File: config.mk
export PLATFORM = sky130hd
export DESIGN_NAME = mux4x2_arb_flat
export DESIGN_NICKNAME = d
export VERILOG_FILES = /design/src/rtl/mux4x2_arb_pkg.sv /design/src/rtl/mux4x2_arb_if.sv /design/src/rtl/mux4x2_arb_rr_pick4.sv /design/src/rtl/mux4x2_arb.sv /design/src/flat_wrapper.sv
export SDC_FILE = /design/constraint.sdc
export NUM_CORES = 1
export LEC_CHECK = 0
export CAP_MARGIN = 20
export CORE_MARGIN = 2
export CORE_UTILIZATION = 45
export CTS_CLUSTER_DIAMETER = 40
export DETAILED_ROUTE_END_ITERATION = 6
export PLACE_DENSITY = 0.87
export SYNTH_ARGS = -nofsm -noshare
export SYNTH_HDL_FRONTEND = slang
export SYNTH_SLANG_ARGS = --single-unit
export TNS_END_PERCENT = 10
File: constraint.sdc
create_clock -name clk -period 3.6 [get_ports clk]
set_input_delay 0.72 -clock clk [delete_from_list [all_inputs] [get_ports clk]]
set_output_delay 0.72 -clock clk [all_outputs]
set_load 0.05 [all_outputs]
File: src/rtl/mux4x2_arb_pkg.sv
// Shared constants and types for the hring 4x2 crossbar allocation controller.
// Select encoding matches what mux4x2 decodes on its sel0/sel1 inputs.
package mux4x2_arb_pkg;

    localparam int SEL_W = 3;

    localparam logic [SEL_W-1:0] SEL_P0   = 3'd0;
    localparam logic [SEL_W-1:0] SEL_P1   = 3'd1;
    localparam logic [SEL_W-1:0] SEL_P2   = 3'd2;
    localparam logic [SEL_W-1:0] SEL_P3   = 3'd3;
    localparam logic [SEL_W-1:0] SEL_LOC  = 3'd4;
    localparam logic [SEL_W-1:0] SEL_IDLE = 3'd7;

    typedef struct packed {
        logic [3:0]       gnt;
        logic [1:0]       gntl;
        logic [3:0]       stall;
        logic [SEL_W-1:0] sel0;
        logic [SEL_W-1:0] sel1;
    } arb_out_t;

    function automatic logic [SEL_W-1:0] sel_ring(input logic [1:0] idx);
        return {1'b0, idx};
    endfunction

endpackage

File: src/rtl/mux4x2_arb_if.sv
// Request/grant bundle between the ring node requesters and mux4x2_arb.
interface mux4x2_arb_if;
    import mux4x2_arb_pkg::*;

    logic [3:0]       req;
    logic [1:0]       reql;
    logic [3:0]       gnt;
    logic [1:0]       gntl;
    logic [3:0]       stall;
    logic [SEL_W-1:0] sel0;
    logic [SEL_W-1:0] sel1;

    modport master (output req, reql, input gnt, gntl, stall, sel0, sel1);
    modport slave  (input req, reql, output gnt, gntl, stall, sel0, sel1);
endinterface

File: src/rtl/mux4x2_arb_rr_pick4.sv
// First/second-hit finder over a 4-bit request vector, scanning from i_start
// and wrapping 3->0; i_limit (0..2) caps how many hits are reported.
module mux4x2_arb_rr_pick4 (
    input  logic [3:0] i_vec,
    input  logic [1:0] i_start,
    input  logic [1:0] i_limit,
    output logic       o_hit0,
    output logic [1:0] o_idx0,
    output logic       o_hit1,
    output logic [1:0] o_idx1
);
    always_comb begin
        logic [1:0] v_idx;
        v_idx  = 2'd0;
        o_hit0 = 1'b0;
        o_idx0 = 2'd0;
        o_hit1 = 1'b0;
        o_idx1 = 2'd0;
        for (int k = 0; k < 4; k++) begin
            v_idx = i_start + 2'(k);
            if (i_vec[v_idx]) begin
                if (!o_hit0 && i_limit != 2'd0) begin
                    o_hit0 = 1'b1;
                    o_idx0 = v_idx;
                end else if (o_hit0 && !o_hit1 && i_limit == 2'd2) begin
                    o_hit1 = 1'b1;
                    o_idx1 = v_idx;
                end
            end
        end
    end
endmodule

File: src/rtl/mux4x2_arb.sv
// Allocation controller driving mux4x2 selects: round-robin ring grants plus
// local injection. Define MUX4X2_ARB_STARVE_EN to add the local starvation guard.
module mux4x2_arb #(
    parameter int STARVE_MAX = 7,
    parameter int SCW        = 3
) (
    input  logic        clk,
    input  logic        rst,
    mux4x2_arb_if.slave bus
);
    import mux4x2_arb_pkg::*;

    if (STARVE_MAX < 1 || STARVE_MAX >= (1 << SCW)) begin : g_bad_cfg
        $error("mux4x2_arb: SCW too narrow for STARVE_MAX");
    end

    logic [1:0] r_ptr;
    logic [1:0] w_res;
    logic [1:0] w_limit;
    logic       w_hit0, w_hit1;
    logic [1:0] w_idx0, w_idx1;
    arb_out_t   w_out;

`ifdef MUX4X2_ARB_STARVE_EN
    localparam logic [SCW-1:0] SMAX = SCW'(STARVE_MAX);
    logic [SCW-1:0] r_cnt0, r_cnt1;

    // A starved local port reserves its own output ahead of ring traffic.
    assign w_res = {bus.reql[1] && (r_cnt1 == SMAX), bus.reql[0] && (r_cnt0 == SMAX)};

    always_ff @(posedge clk or negedge rst) begin
        if (!rst) begin
            r_cnt0 <= '0;
            r_cnt1 <= '0;
        end else begin
            if (!bus.reql[0] || w_out.gntl[0]) r_cnt0 <= '0;
            else if (r_cnt0 != SMAX)           r_cnt0 <= r_cnt0 + SCW'(1);
            if (!bus.reql[1] || w_out.gntl[1]) r_cnt1 <= '0;
            else if (r_cnt1 != SMAX)           r_cnt1 <= r_cnt1 + SCW'(1);
        end
    end
`else
    assign w_res = 2'b00;
`endif

    assign w_limit = {1'b0, ~w_res[0]} + {1'b0, ~w_res[1]};

    mux4x2_arb_rr_pick4 u_pick (
        .i_vec   (bus.req),
        .i_start (r_ptr),
        .i_limit (w_limit),
        .o_hit0  (w_hit0),
        .o_idx0  (w_idx0),
        .o_hit1  (w_hit1),
        .o_idx1  (w_idx1)
    );

    always_comb begin
        w_out = '{gnt: 4'b0, gntl: 2'b0, stall: 4'b0, sel0: SEL_IDLE, sel1: SEL_IDLE};
        if (w_hit0) begin
            w_out.gnt[w_idx0] = 1'b1;
            if (!w_res[0]) w_out.sel0 = sel_ring(w_idx0);
            else           w_out.sel1 = sel_ring(w_idx0);
        end
        if (w_hit1) begin
            w_out.gnt[w_idx1] = 1'b1;
            w_out.sel1        = sel_ring(w_idx1);
        end
        // Local i only ever fills its own output, and only if ring left it idle.
        if (w_out.sel0 == SEL_IDLE && bus.reql[0]) begin
            w_out.sel0    = SEL_LOC;
            w_out.gntl[0] = 1'b1;
        end
        if (w_out.sel1 == SEL_IDLE && bus.reql[1]) begin
            w_out.sel1    = SEL_LOC;
            w_out.gntl[1] = 1'b1;
        end
        w_out.stall = bus.req & ~w_out.gnt;
        if (!rst) w_out = '{gnt: 4'b0, gntl: 2'b0, stall: 4'b0, sel0: SEL_IDLE, sel1: SEL_IDLE};
    end

    assign bus.gnt   = w_out.gnt;
    assign bus.gntl  = w_out.gntl;
    assign bus.stall = w_out.stall;
    assign bus.sel0  = w_out.sel0;
    assign bus.sel1  = w_out.sel1;

    always_ff @(posedge clk or negedge rst) begin
        if (!rst)        r_ptr <= 2'd0;
        else if (w_hit0) r_ptr <= (w_hit1 ? w_idx1 : w_idx0) + 2'd1;
    end
endmodule

File: src/flat_wrapper.sv
// flat-port wrapper written by rule: the top's interface ports become plain ports
module mux4x2_arb_flat import mux4x2_arb_pkg::*;
#(
    parameter int STARVE_MAX = 7,
    parameter int SCW        = 3
)
  (clk, rst, bus_req, bus_reql, bus_gnt, bus_gntl, bus_stall, bus_sel0, bus_sel1);
  mux4x2_arb_if bus_i ();
  input  logic clk;
  input  logic rst;
  input wire logic [$bits(bus_i.req)-1:0] bus_req;
  input wire logic [$bits(bus_i.reql)-1:0] bus_reql;
  output wire logic [$bits(bus_i.gnt)-1:0] bus_gnt;
  output wire logic [$bits(bus_i.gntl)-1:0] bus_gntl;
  output wire logic [$bits(bus_i.stall)-1:0] bus_stall;
  output wire logic [$bits(bus_i.sel0)-1:0] bus_sel0;
  output wire logic [$bits(bus_i.sel1)-1:0] bus_sel1;
  assign bus_i.req = bus_req;
  assign bus_i.reql = bus_reql;
  assign bus_gnt = bus_i.gnt;
  assign bus_gntl = bus_i.gntl;
  assign bus_stall = bus_i.stall;
  assign bus_sel0 = bus_i.sel0;
  assign bus_sel1 = bus_i.sel1;
  mux4x2_arb #(.STARVE_MAX(STARVE_MAX), .SCW(SCW)) u_core (.clk(clk), .rst(rst), .bus(bus_i));
endmodule
# --- Yosys cells after proc, flatten, opt, wreduce, memory -nomap -nowiden ---
# Cells that the tools add are included.
word_totals:
  ff_bits: 2
  elab_cells: 75
op_classes:
  addsub: 4
  n_lt_le_gt_ge: 8
  eq_ne: 2
  mux: 49
  bitwise: 3
  reduce_logical: 8
op_table:
  columns: ["operator", "n"]
  rows:
  - ["2-to-1 mux 2 bit", 16]
  - ["2-to-1 mux 1 bit", 20]
  - ["less-than comparator 2 x 3 -> 1 bit (second input constant)", 6]
  - ["2-to-1 mux 16 bit", 1]
  - ["2-to-1 mux 3 bit", 3]
  - ["binary-select mux 1 bit (select 2 bit)", 4]
  - ["2-to-1 mux 4 bit", 2]
  - ["== test 3 bit (second input constant)", 2]
  - ["logical AND 1 bit", 6]
  - ["2-to-1 mux 6 bit", 1]
  - ["adder 2 x 1 -> 2 bit (second input constant)", 2]
  - ["adder 2 bit (second input constant)", 2]
  - ["AND 4 bit", 1]
  - ["demux 1 bit (select 2 bit)", 2]
  - [">= comparator 2 x 1 -> 1 bit (second input constant)", 2]
  - ["inverter 4 bit", 1]
  - ["bitwise OR 4 bit", 1]
  - ["zero test 1 bit", 2]

# --- Depth between registers and ports, before layout ---
# Gate-level depths: netlist of run 1.
depth:
  word_depth: 24
  ltp_mapped: 13

# --- By module ---
# From an unflattened synthesis of run 1, not the netlist that was laid out.
hier_totals:
  hier_cells: 114
  area_unflattened_um2: 787.0
modules_own_cells:
  columns: ["mod", "n_inst", "cells_per_inst", "area_per_inst_um2", "seq_area_each_um2"]
  rows:
  - ["mux4x2_arb_rr_pick4", 1, 68, 427.9, 0.0]
  - ["mux4x2_arb", 1, 46, 359.1, 50.0]

# --- Least setup slack after synthesis of run 1 ---
# No wires, ideal clock.
synth_path:
  path_kind: "input port to output port"
  start: "input port bus_req[2]"
  end: "output port bus_gnt[1]"
  arrival_time_ns: 3.654
  path_slack_ns: -0.774
  stages: 10
  cell_sequence: "buf_2 > mux4_2 > inv_1 > ha_1 > clkbuf_1 > nor2_1 > a32oi_1 > a21bo_1 > or3_1 > a21boi_1"
synth_via:
  elab_chain_cells: 22
  elab_cells_between_ends: 53
  cone_classes: "order compare (4); mux (42); bitwise (1); reduce/logical (6)"
synth_rtl:
  columns: ["element", "line_no", "rtl"]
  rows:
  - ["start, declared", "flat_wrapper.sv:11", "input wire logic [$bits(bus_i.req)-1:0] bus_req;"]
  - ["binary-select mux 1 bit (select 2 bit)", "mux4x2_arb_rr_pick4.sv:21", "if (i_vec[v_idx]) begin"]
  - ["2-to-1 mux 1 bit (not written as such)", "mux4x2_arb_rr_pick4.sv:21", null]
  - ["2-to-1 mux 1 bit", "mux4x2_arb_rr_pick4.sv:21", null]
  - ["2-to-1 mux 1 bit", "mux4x2_arb_rr_pick4.sv:22", "if (!o_hit0 && i_limit != 2'd0) begin"]
  - ["2-to-1 mux 1 bit", "mux4x2_arb_rr_pick4.sv:21", null]
  - ["zero test 1 bit", "mux4x2_arb_rr_pick4.sv:25", "end else if (o_hit0 && !o_hit1 && i_limit == 2'd2) begin"]
  - ["logical AND 1 bit", "mux4x2_arb_rr_pick4.sv:25", null]
  - ["2-to-1 mux 1 bit", "mux4x2_arb_rr_pick4.sv:25", null]
  - ["(+6 left out)", null, null]
  - ["2-to-1 mux 2 bit", "mux4x2_arb_rr_pick4.sv:21", null]
  - ["less-than comparator 2 x 3 -> 1 bit (not written as such) / >= comparator 2 x 1 -> 1 bit (equally long branches)", "mux4x2_arb.sv:66", "w_out.gnt[w_idx1] = 1'b1;"]
  - ["logical AND 1 bit (not written as such)", "mux4x2_arb.sv:66", null]
  - ["2-to-1 mux 1 bit (not written as such)", "mux4x2_arb.sv:66", null]
  - ["demux 1 bit (select 2 bit)", null, null]
  - ["bitwise OR 4 bit (no line)", null, null]
  - ["2-to-1 mux 4 bit (*)", "mux4x2_arb.sv:65", "if (w_hit1) begin"]
  - ["2-to-1 mux 16 bit (*)", "mux4x2_arb.sv:79", "if (!rst) w_out = '{gnt: 4'b0, gntl: 2'b0, stall: 4'b0, sel0: SEL_IDLE, sel1: SEL_IDLE};"]
  - ["end, declared", "flat_wrapper.sv:13", "output wire logic [$bits(bus_i.gnt)-1:0] bus_gnt;"]
# Every way passes the cells marked *; elsewhere a longest branch is shown, timed or not. The select of a mux whose other input is x is not followed.

# --- Final worst setup path of run 1 ---
layout_path:
  start: "input port bus_req[3]"
  end: "output port bus_stall[1]"
layout_via:
  elab_chain_cells: 24
  elab_cells_between_ends: 55
  cone_classes: "order compare (4); mux (42); bitwise (3); reduce/logical (6)"
layout_rtl:
  columns: ["element", "line_no", "rtl"]
  rows:
  - ["binary-select mux 1 bit (select 2 bit)", "mux4x2_arb_rr_pick4.sv:21", null]
  - ["2-to-1 mux 1 bit (not written as such)", "mux4x2_arb_rr_pick4.sv:21", null]
  - ["2-to-1 mux 1 bit", "mux4x2_arb_rr_pick4.sv:21", null]
  - ["2-to-1 mux 1 bit", "mux4x2_arb_rr_pick4.sv:22", null]
  - ["2-to-1 mux 1 bit", "mux4x2_arb_rr_pick4.sv:21", null]
  - ["zero test 1 bit", "mux4x2_arb_rr_pick4.sv:25", null]
  - ["logical AND 1 bit", "mux4x2_arb_rr_pick4.sv:25", null]
  - ["2-to-1 mux 1 bit", "mux4x2_arb_rr_pick4.sv:25", null]
  - ["(+8 left out)", null, null]
  - ["logical AND 1 bit (not written as such)", "mux4x2_arb.sv:66", null]
  - ["2-to-1 mux 1 bit (not written as such)", "mux4x2_arb.sv:66", null]
  - ["demux 1 bit (select 2 bit)", null, null]
  - ["bitwise OR 4 bit (no line)", null, null]
  - ["2-to-1 mux 4 bit (*)", "mux4x2_arb.sv:65", null]
  - ["inverter 4 bit (*)", "mux4x2_arb.sv:78", "w_out.stall = bus.req & ~w_out.gnt;"]
  - ["AND 4 bit (*)", "mux4x2_arb.sv:78", null]
  - ["2-to-1 mux 16 bit (*)", "mux4x2_arb.sv:79", null]
  - ["end, declared", "flat_wrapper.sv:15", "output wire logic [$bits(bus_i.stall)-1:0] bus_stall;"]
# Marks and branches as above.

==> results.txt, run 1 <==
- The cell count after synthesis came out at 134.
- Subtracting the final worst setup slack from the clock period gives 4230 ps.
- Run status: complete, but fails checks
* Max FFs per register: 2
* Number of iterations in the first detailed-routing pass: 7
- Data on the critical path arrives at its endpoint at 3510 ps.
* Maximum number of pins on one net before global-route repair: 19
* Maxcap violations: 0
- Compared with the post-synthesis result, the final layout area differs by 92.6%.
* Multiplexer share of the synthesized area: 0.169
- Final setup fails: 14
* Slew at the pin closest to its max-slew limit: 693 ps
- Of the total synthesized cell area, the portion taken by full adders, half adders and majority gates is 0.0631.
* Overall Global Routing Usage: 0.483
* Leftover overflow at the end of global routing: 0
* Final setup slack of the worst path: -634 ps
- After detailed routing, the total wire length is 6350 µm.
- Via count of the first global-routing pass: 1,555
- In this run the most used layer during global routing was met2.
- The die is 51.0 µm tall.
* Total of buffers placed on input and output ports: 23
- Row count: 16
* Share of the synthesized area in compound gates (AO/OA/AOI/OAI): 0.343
- Worst Hold Class: input port to asynchronous set/reset pin
- In the routed design, unresolved DRC markers number 0.
* Worst-case register-to-register setup slack: 300 ps
* Layout cell share with drive strength beyond 1: 0.537
- The Yosys step of the flow raised 0 warnings.
- Routing usage on met1: 0.560
* Initial cell density of the core: 0.491
- Filler-free cell count of the finished design: 217
- Clock Path Buffers: 2
- Headroom to the max-slew limit came out at 0.536.
* Clock Latency Late Sink: 240 ps
- Fraction of the mapped netlist area in simple logic gates: 0.271
- Using the TritonRoute via totals, the vias-per-cell ratio works out to 7.45.
* Smallest hold slack: 906 ps
- Global routing met3 resource utilization: 0.155
* Setup repair after global routing missed its margin: true
- Remaining antenna violation count: 0
* Clock Tree Root: sky130_fd_sc_hd__clkbuf_4
- On the final layout, the worst clock skew is 3.24 ps.
* Wire length of the first global-routing pass: 8870 µm
* Start-to-end type of the worst setup path: input port to output pin
* Type of origin of the critical path: input port
- The synthesized design contains 0 enable-type register cells.
* Timing-limited maximum frequency: 236 MHz
* Worst setup EP type: output pin
- The share of the Yosys chip area taken by registers is 0.0504.
- Combinational family with the most area after synthesis: compound AO/OA/AOI/OAI gates
- The number of antenna diodes in the final layout is 0.
* Unique masters post-synth: 53
* H-tree level count: 1
- Synthesis produced a netlist with a net count of 147.
* Share of flip-flops with an asynchronous set or reset: 1.00
* Destination of the worst register-to-register timing path: u_core.r_ptr[1]
- In the final layout, the registers with the most flip-flops are u_core.r_ptr: 2 flops.
- Violations in the final reports: setup timing
- After synthesis, the mean cell area works out to 7.40 µm².
- Dividing the final minimum period by the clock period gives 1.18.
- Horiz. Die Dim: 51.0 µm
* Met2 Use GR: 0.736
- The number of antenna violations at the first check in global routing came to 0.
- The final number of hold-violating endpoints is 0.
- Xor and xnor area share after synthesis: 0.0177
* Critical Path Fanout Max: 5
* Die area: 0.00260 mm²
- In this run the count of I/O pins placed on the die edge is 24.
* Launching point of the worst reg2reg path: u_core.r_ptr[1]
* Length in cells of the worst reg-to-reg path: 12
- The synthesized design contains 2 register bits.
- After the last flow step, the layout net total stands at 205.
- At the end of routability-driven placement, the weighted congestion stood at 0.955.
- Among all flip-flop cells after synthesis, the most frequent one is sky130_fd_sc_hd__dfrtp_1.
- Inst Count DP: 207
* Clock sink total: 2
- The core region is 0.00202 mm².
* HPWL after DPL: 3280 µm
* Clock tree from TritonCTS: done
- Ranked by flip-flop count, first place goes to u_core.r_ptr.
- Per-cell routed wire length: 29.2 µm
- The routed layout has 1,617 vias.
- Required time of the critical path: 2880 ps
- In this run, the number of DRC markers left after iteration 0 of detailed routing was 224.
- Clock slew at the register clock pins of the worst setup and hold paths: 40 ps
- The number of clock buffers added by TritonCTS is 3.
- Number of max-slew violations in the final report: 0
- Netlist area before placement: 992 µm²
[stage by stage]
stage	setup TNS, ps	setup WS, ps	utilization	cell area [µm²]
floorplan	-4470	-491	-	1040
global placement	-8190	-702	0.809	1640
detailed placement	-9850	-816	0.809	1640
CTS	-4280	-411	0.913	1850
global route	-7650	-654	0.945	1910
finish	-7210	-634	0.945	1910
[cell usage after synthesis (2+ instances only)]
master / count / area share
sky130_fd_sc_hd__o221ai_1: 2 / 0.018
sky130_fd_sc_hd__buf_2: 8 / 0.040
sky130_fd_sc_hd__o21ai_0: 4 / 0.020
sky130_fd_sc_hd__nand2_1: 18 / 0.068
sky130_fd_sc_hd__mux2i_1: 6 / 0.061
sky130_fd_sc_hd__nand2b_1: 4 / 0.025
sky130_fd_sc_hd__a32oi_1: 2 / 0.018
sky130_fd_sc_hd__o211ai_1: 5 / 0.038
sky130_fd_sc_hd__a31oi_1: 3 / 0.019
sky130_fd_sc_hd__inv_1: 6 / 0.023
sky130_fd_sc_hd__dfrtp_1: 2 / 0.050
sky130_fd_sc_hd__or2_2: 2 / 0.013
sky130_fd_sc_hd__nor2_1: 10 / 0.038
sky130_fd_sc_hd__a21o_1: 2 / 0.015
sky130_fd_sc_hd__and3_1: 5 / 0.032
sky130_fd_sc_hd__mux4_2: 2 / 0.045
sky130_fd_sc_hd__a211oi_1: 2 / 0.015
sky130_fd_sc_hd__a21oi_1: 7 / 0.035
sky130_fd_sc_hd__a21boi_1: 2 / 0.015
sky130_fd_sc_hd__or3_1: 2 / 0.013
sky130_fd_sc_hd__xnor2_1: 2 / 0.018
sky130_fd_sc_hd__and2_1: 2 / 0.013
sky130_fd_sc_hd__clkbuf_1: 2 / 0.0076
sky130_fd_sc_hd__ha_1: 5 / 0.063
[layout by cell type (no fill, tap or decap), drive strengths merged, types with 3 or more instances in the layout]
cell,instances
a32oi,3
mux2i,8
inv,7
clkbuf,3
buf,60
nand2b,4
ha,5
nor2,10
a21oi,7
and3,5
clkdlybuf4s50,3
a21boi,3
o211ai,5
nand2,18
a31oi,3
or3,3
o21ai,4
[cells by family after synthesis]
family / after synthesis
simple gates: 52
compound gates: 43
buf+inv: 18
mux: 12
fa+ha+maj: 5
xor+xnor: 2
flops: 2
[per-layer routing]
layer	part of all wire	vias to the layer above
li1	-	610
met1	0.32	726
met2	0.42	202
met3	0.15	79
met4	0.11	0
met5	0	-
[worst max-delay path by stage]
stage               startpoint            to  slack (ps)  depth (start not counted)
global placement    bus_req[1]  bus_stall[3]        -700                         11
detailed placement  bus_req[1]  bus_stall[1]        -820                         13
finish              bus_req[3]  bus_stall[1]        -630                         14
floorplan           bus_req[2]   bus_sel1[0]        -490                          9
CTS                 bus_req[0]  bus_stall[1]        -410                         12
global route        bus_req[3]  bus_stall[1]        -650                         14
[what timing repair did]
action,4_1_cts,5_1_grt
endpoints found under the setup margin,15,14
buffers inserted,5,2
pin swaps,17,8
resized for setup,46,10
hold buffers,0,0
[critical path, stage by stage]
cell                      delay, ps
sky130_fd_sc_hd__buf_6          100
sky130_fd_sc_hd__mux2i_1        280
sky130_fd_sc_hd__nand2_1        170
sky130_fd_sc_hd__o21ai_4        150
sky130_fd_sc_hd__inv_1          170
sky130_fd_sc_hd__ha_4           210
sky130_fd_sc_hd__nor2_4         120
sky130_fd_sc_hd__mux2i_1         90
sky130_fd_sc_hd__or3_4          450
sky130_fd_sc_hd__a32oi_4        380
sky130_fd_sc_hd__buf_4          180
sky130_fd_sc_hd__or3_4          130
sky130_fd_sc_hd__and4_4         220
sky130_fd_sc_hd__buf_12         130
[cell type report]
cell class,count,area (µm²)
clock buffers,3,22.5
fillers,58,111
inverters,7,31.3
multi-input cells,114,1030
flip-flops and latches,2,51.3
well taps,27,33.8
repair buffers,64,738
Power of run 1 is not shown: default switching activity piles up to over one toggle a cycle in this logic, so the estimate is an artifact.
==> inputs of run 2 (changes only) <==
- SLEW_MARGIN: not set -> 20
==> results of run 2 <==
The final DEF is identical to that of run 1; final timing and power are the same.
Power of run 2 is left out for the same reason.
==> inputs of run 3 (changes only) <==
- CAP_MARGIN: 20 -> 40
- CORE_UTILIZATION: 45 -> 50
- DONT_BUFFER_PORTS: not set -> 1
- PLACE_DENSITY: 0.87 -> 0.78
==> results.txt, run 3 (synthesis gave the netlist of run 1 again) <==
* Max FFs per register: 2 (unchanged)
- Worst setup skew after layout: 9.45 ps (was 3.24 ps)
* Leftover overflow at the end of global routing: 0 (unchanged)
- The worst slew margin relative to its limit is 0.694 (was 0.536).
* Met2 Use GR: 0.551 (was 0.736)
- The count of port buffers added during placement was 0 (was 23).
- The largest fanout on the critical path is 5 (unchanged).
- The post-detailed-route wirelength per cell is 17.7 µm (was 29.2 µm).
* Start-to-end type of the worst setup path: flip-flop to output pin (was input port to output pin)
- The startpoint of the worst register-to-register path is u_core.r_ptr[1] (unchanged).
- Clock tree from TritonCTS: done (unchanged)
- Remaining antenna violation count: 0 (unchanged)
- Maximum number of pins on one net before global-route repair: 20 (was 19)
* Destination of the worst register-to-register timing path: u_core.r_ptr[0] (was u_core.r_ptr[1])
- The slack of the worst reg-to-reg path is 720 ps (was 300 ps).
* Setup repair after global routing missed its margin: true (unchanged)
- Most used cells in the layout excluding fill and tap cells: 28 x sky130_fd_sc_hd__buf_4, 17 x sky130_fd_sc_hd__nand2_1, 11 x sky130_fd_sc_hd__buf_12 (was 36 x sky130_fd_sc_hd__buf_4, 17 x sky130_fd_sc_hd__nand2_1, 15 x sky130_fd_sc_hd__buf_12).
- Most frequent CP cell: sky130_fd_sc_hd__mux4_2
- Run status: complete, but fails checks (unchanged)
- Total count of hold-check failures in the final report: 0 (unchanged)
- Crit path DAT: 3150 ps (was 3510 ps)
* Global routing met3 resource utilization: 0.0710 (was 0.155)
* Number of filler instances in the final layout: 119 (was 58)
- The placer's final routability congestion estimate is 0.994 (was 0.955).
- Final setup slack of the worst path: -271 ps (was -634 ps)
- Minimum period implied by the final worst setup slack: 3870 ps (was 4230 ps)
- The die area is 0.00236 mm² (was 0.00260 mm²).
- The buffer type at the clock tree root was sky130_fd_sc_hd__clkbuf_4 (unchanged).
- The H-tree level count was 1 (unchanged).
* Post-route DRC violation count: 0 (unchanged)
- Setup TNS Final: -2180 ps (was -7210 ps)
* Count of buffer and inverter cells on the critical path: 3 (was 4)
* IO Count: 24 (unchanged)
* Largest delay share family, worst path: multiplexers (was simple AND/OR/NAND/NOR gates)
* Routing usage on met1: 0.355 (was 0.560)
- The number of pins exceeding their max-slew limit in the final report came to 0 (unchanged).
- The cell at the slowest stage of the critical path is sky130_fd_sc_hd__mux4_2 (was sky130_fd_sc_hd__or3_4).
* Core area: 0.00192 mm² (was 0.00202 mm²)
- HPWL after DPL: 2660 µm (was 3280 µm)
- Total detailed-routing wirelength: 3400 µm (was 6350 µm)
- Largest register by flop count: u_core.r_ptr (unchanged)
- The width of the die is 48.5 µm (was 51.0 µm).
- Number of iterations in the first detailed-routing pass: 4 (was 7)
- The via total after detailed routing is 1,223 (was 1,617).
* Layout-stage area growth over the synthesis result: 53.1% (was 92.6%)
* Length in cells of the worst reg-to-reg path: 10 (was 12)
- Wire length of the first global-routing pass: 5580 µm (was 8870 µm)
- Final Cycle Share: 1.08 (was 1.18)
- Type of origin of the critical path: flip-flop (was input port)
* Layout cell share with drive strength beyond 1: 0.448 (was 0.537)
- The number of standard-cell rows in the floorplan was 16 (unchanged).
- Clock Path Buffers: 2 (unchanged)
* Total clock buffers created by CTS: 3 (unchanged)
- The via count of the first global-routing pass was 1,149 (was 1,555).
- Clock Latency Late Sink: 230 ps (was 240 ps)
* Fin nets: 180 (was 205)
- The highest clock frequency the design can meet came to 258 MHz (was 236 MHz).
* Clock sink total: 2 (unchanged)
- The initial core utilization was 0.516 (was 0.491).
- The max-capacitance violation count was 0 (unchanged).
- The share of the core filled with cells in the final layout was 0.790 (was 0.945).
- The classification of the worst-slack hold path was input port to asynchronous set/reset pin (unchanged).
- Inserted Diodes: 0 (unchanged)
* Slew at the pin closest to its max-slew limit: 458 ps (was 693 ps)
- The kind of capture point of the worst setup path is an output pin (unchanged).
- Largest registers ranked by flip-flop count: u_core.r_ptr: 2 flops (unchanged).
- The number of antenna violations at the first check in global routing was 0 (unchanged).
- Violation count after the first detailed-route iteration: 74 (was 224)
* Violations in the final reports: setup timing (unchanged)
* Post-placement setup slack: -254 ps (was -816 ps)
- The total routing resource utilization after global routing was 0.302 (was 0.483).
* Die height: 48.5 µm (was 51.0 µm)
- Most common library cell in the layout ignoring fill and taps: sky130_fd_sc_hd__buf_4 (unchanged)
- The number of hold buffers added after CTS came to 0 (unchanged).
- Final setup fails: 12 (was 14)
* Required time of the critical path: 2880 ps (about the same)
- The layer with the highest usage is met2 (unchanged).
- Peak per-stage delay on the critical path: 560 ps (was 450 ps)
* Buffer count from post-CTS setup fixing: 0 (was 5)
- Vias per std cell: 6.37 (was 7.45)
- Cell-by-cell listing of the critical path: mux4_2 > inv_2 > ha_4 > inv_4 > a21o_1 > mux4_2 > o31a_1 > and3_2 > nor3_4 > buf_12 (was buf_6 > mux2i_1 > nand2_1 > o21ai_4 > inv_1 > ha_4 > nor2_4 > mux2i_1 > or3_4 > a32oi_4 > buf_4 > or3_4 > and4_4 > buf_12).
- Clock slew at the register clock pins of the worst setup and hold paths: 30 ps (was 40 ps)
[run 3: cell types whose count changed in the layout (fill, tap and decap cells not counted), moves of 2 or more]
cell                              delta
sky130_fd_sc_hd__clkdlybuf4s50_1     -3
sky130_fd_sc_hd__buf_4               -8
sky130_fd_sc_hd__o21ai_1             +2
sky130_fd_sc_hd__a32oi_4             -2
sky130_fd_sc_hd__a211oi_1            -2
sky130_fd_sc_hd__buf_12              -4
sky130_fd_sc_hd__nor2_4              -2
sky130_fd_sc_hd__a211oi_2            +2
sky130_fd_sc_hd__buf_6               -8
sky130_fd_sc_hd__a32oi_1             +2
sky130_fd_sc_hd__and3_4              -2
[run 3: area by class of cell]
type	count	area, µm²	area share
clock buffers	3	22.5	0.0148
multi-input cells	114	952	0.627
flip-flops and latches	2	51.3	0.0338
repair buffers	39	430	0.283
inverters	7	28.8	0.0189
well taps	27	33.8	0.0222
[run 3: worst max path at each step]
| stage | from | cells after the start | to |
|---|---|---|---|
| 4_1_cts | u_core.r_ptr[1] | 10 | bus_stall[2] |
| 2_1_floorplan | bus_req[2] | 9 | bus_sel1[0] |
| 6_report | u_core.r_ptr[1] | 10 | bus_stall[2] |
| 3_5_place_dp | bus_req[0] | 12 | bus_gnt[0] |
| 5_1_grt | u_core.r_ptr[1] | 10 | bus_stall[2] |
| 3_3_place_gp | bus_req[0] | 10 | bus_stall[3] |
[run 3: what timing repair did]
action	CTS	global route
endpoints found under the setup margin	12	13
pin swaps	4	2
resized for setup	7	7
[run 3: per-stage QoR]
stage,instances,hold slack [ps],cell area [µm²]
after floorplan,134,424,1040
after global placement,189,425,1430
after detailed placement,189,425,1430
after CTS,192,179,1490
after global routing,192,163,1520
final,192,187,1520
[run 3: metal layers]
metal  wire length [µm]  share of wire  vias up
li1                   -              -      562
met5                  0              0        -
met2               1700           0.50       89
met3                324          0.095       12
met4                124          0.036        0
met1               1250           0.37      560
[run 3: worst register-to-register path: stages (launching register included)]
cell and delay (ps):
sky130_fd_sc_hd__dfrtp_2 430, sky130_fd_sc_hd__mux4_2 570, sky130_fd_sc_hd__inv_2 100, sky130_fd_sc_hd__ha_4 160, sky130_fd_sc_hd__inv_4 40, sky130_fd_sc_hd__a21o_1 140, sky130_fd_sc_hd__mux4_2 510, sky130_fd_sc_hd__o31ai_4 310
sky130_fd_sc_hd__buf_4 190, sky130_fd_sc_hd__mux2i_1 200, sky130_fd_sc_hd__a21oi_1 90
Power of run 3 is left out for the same reason.
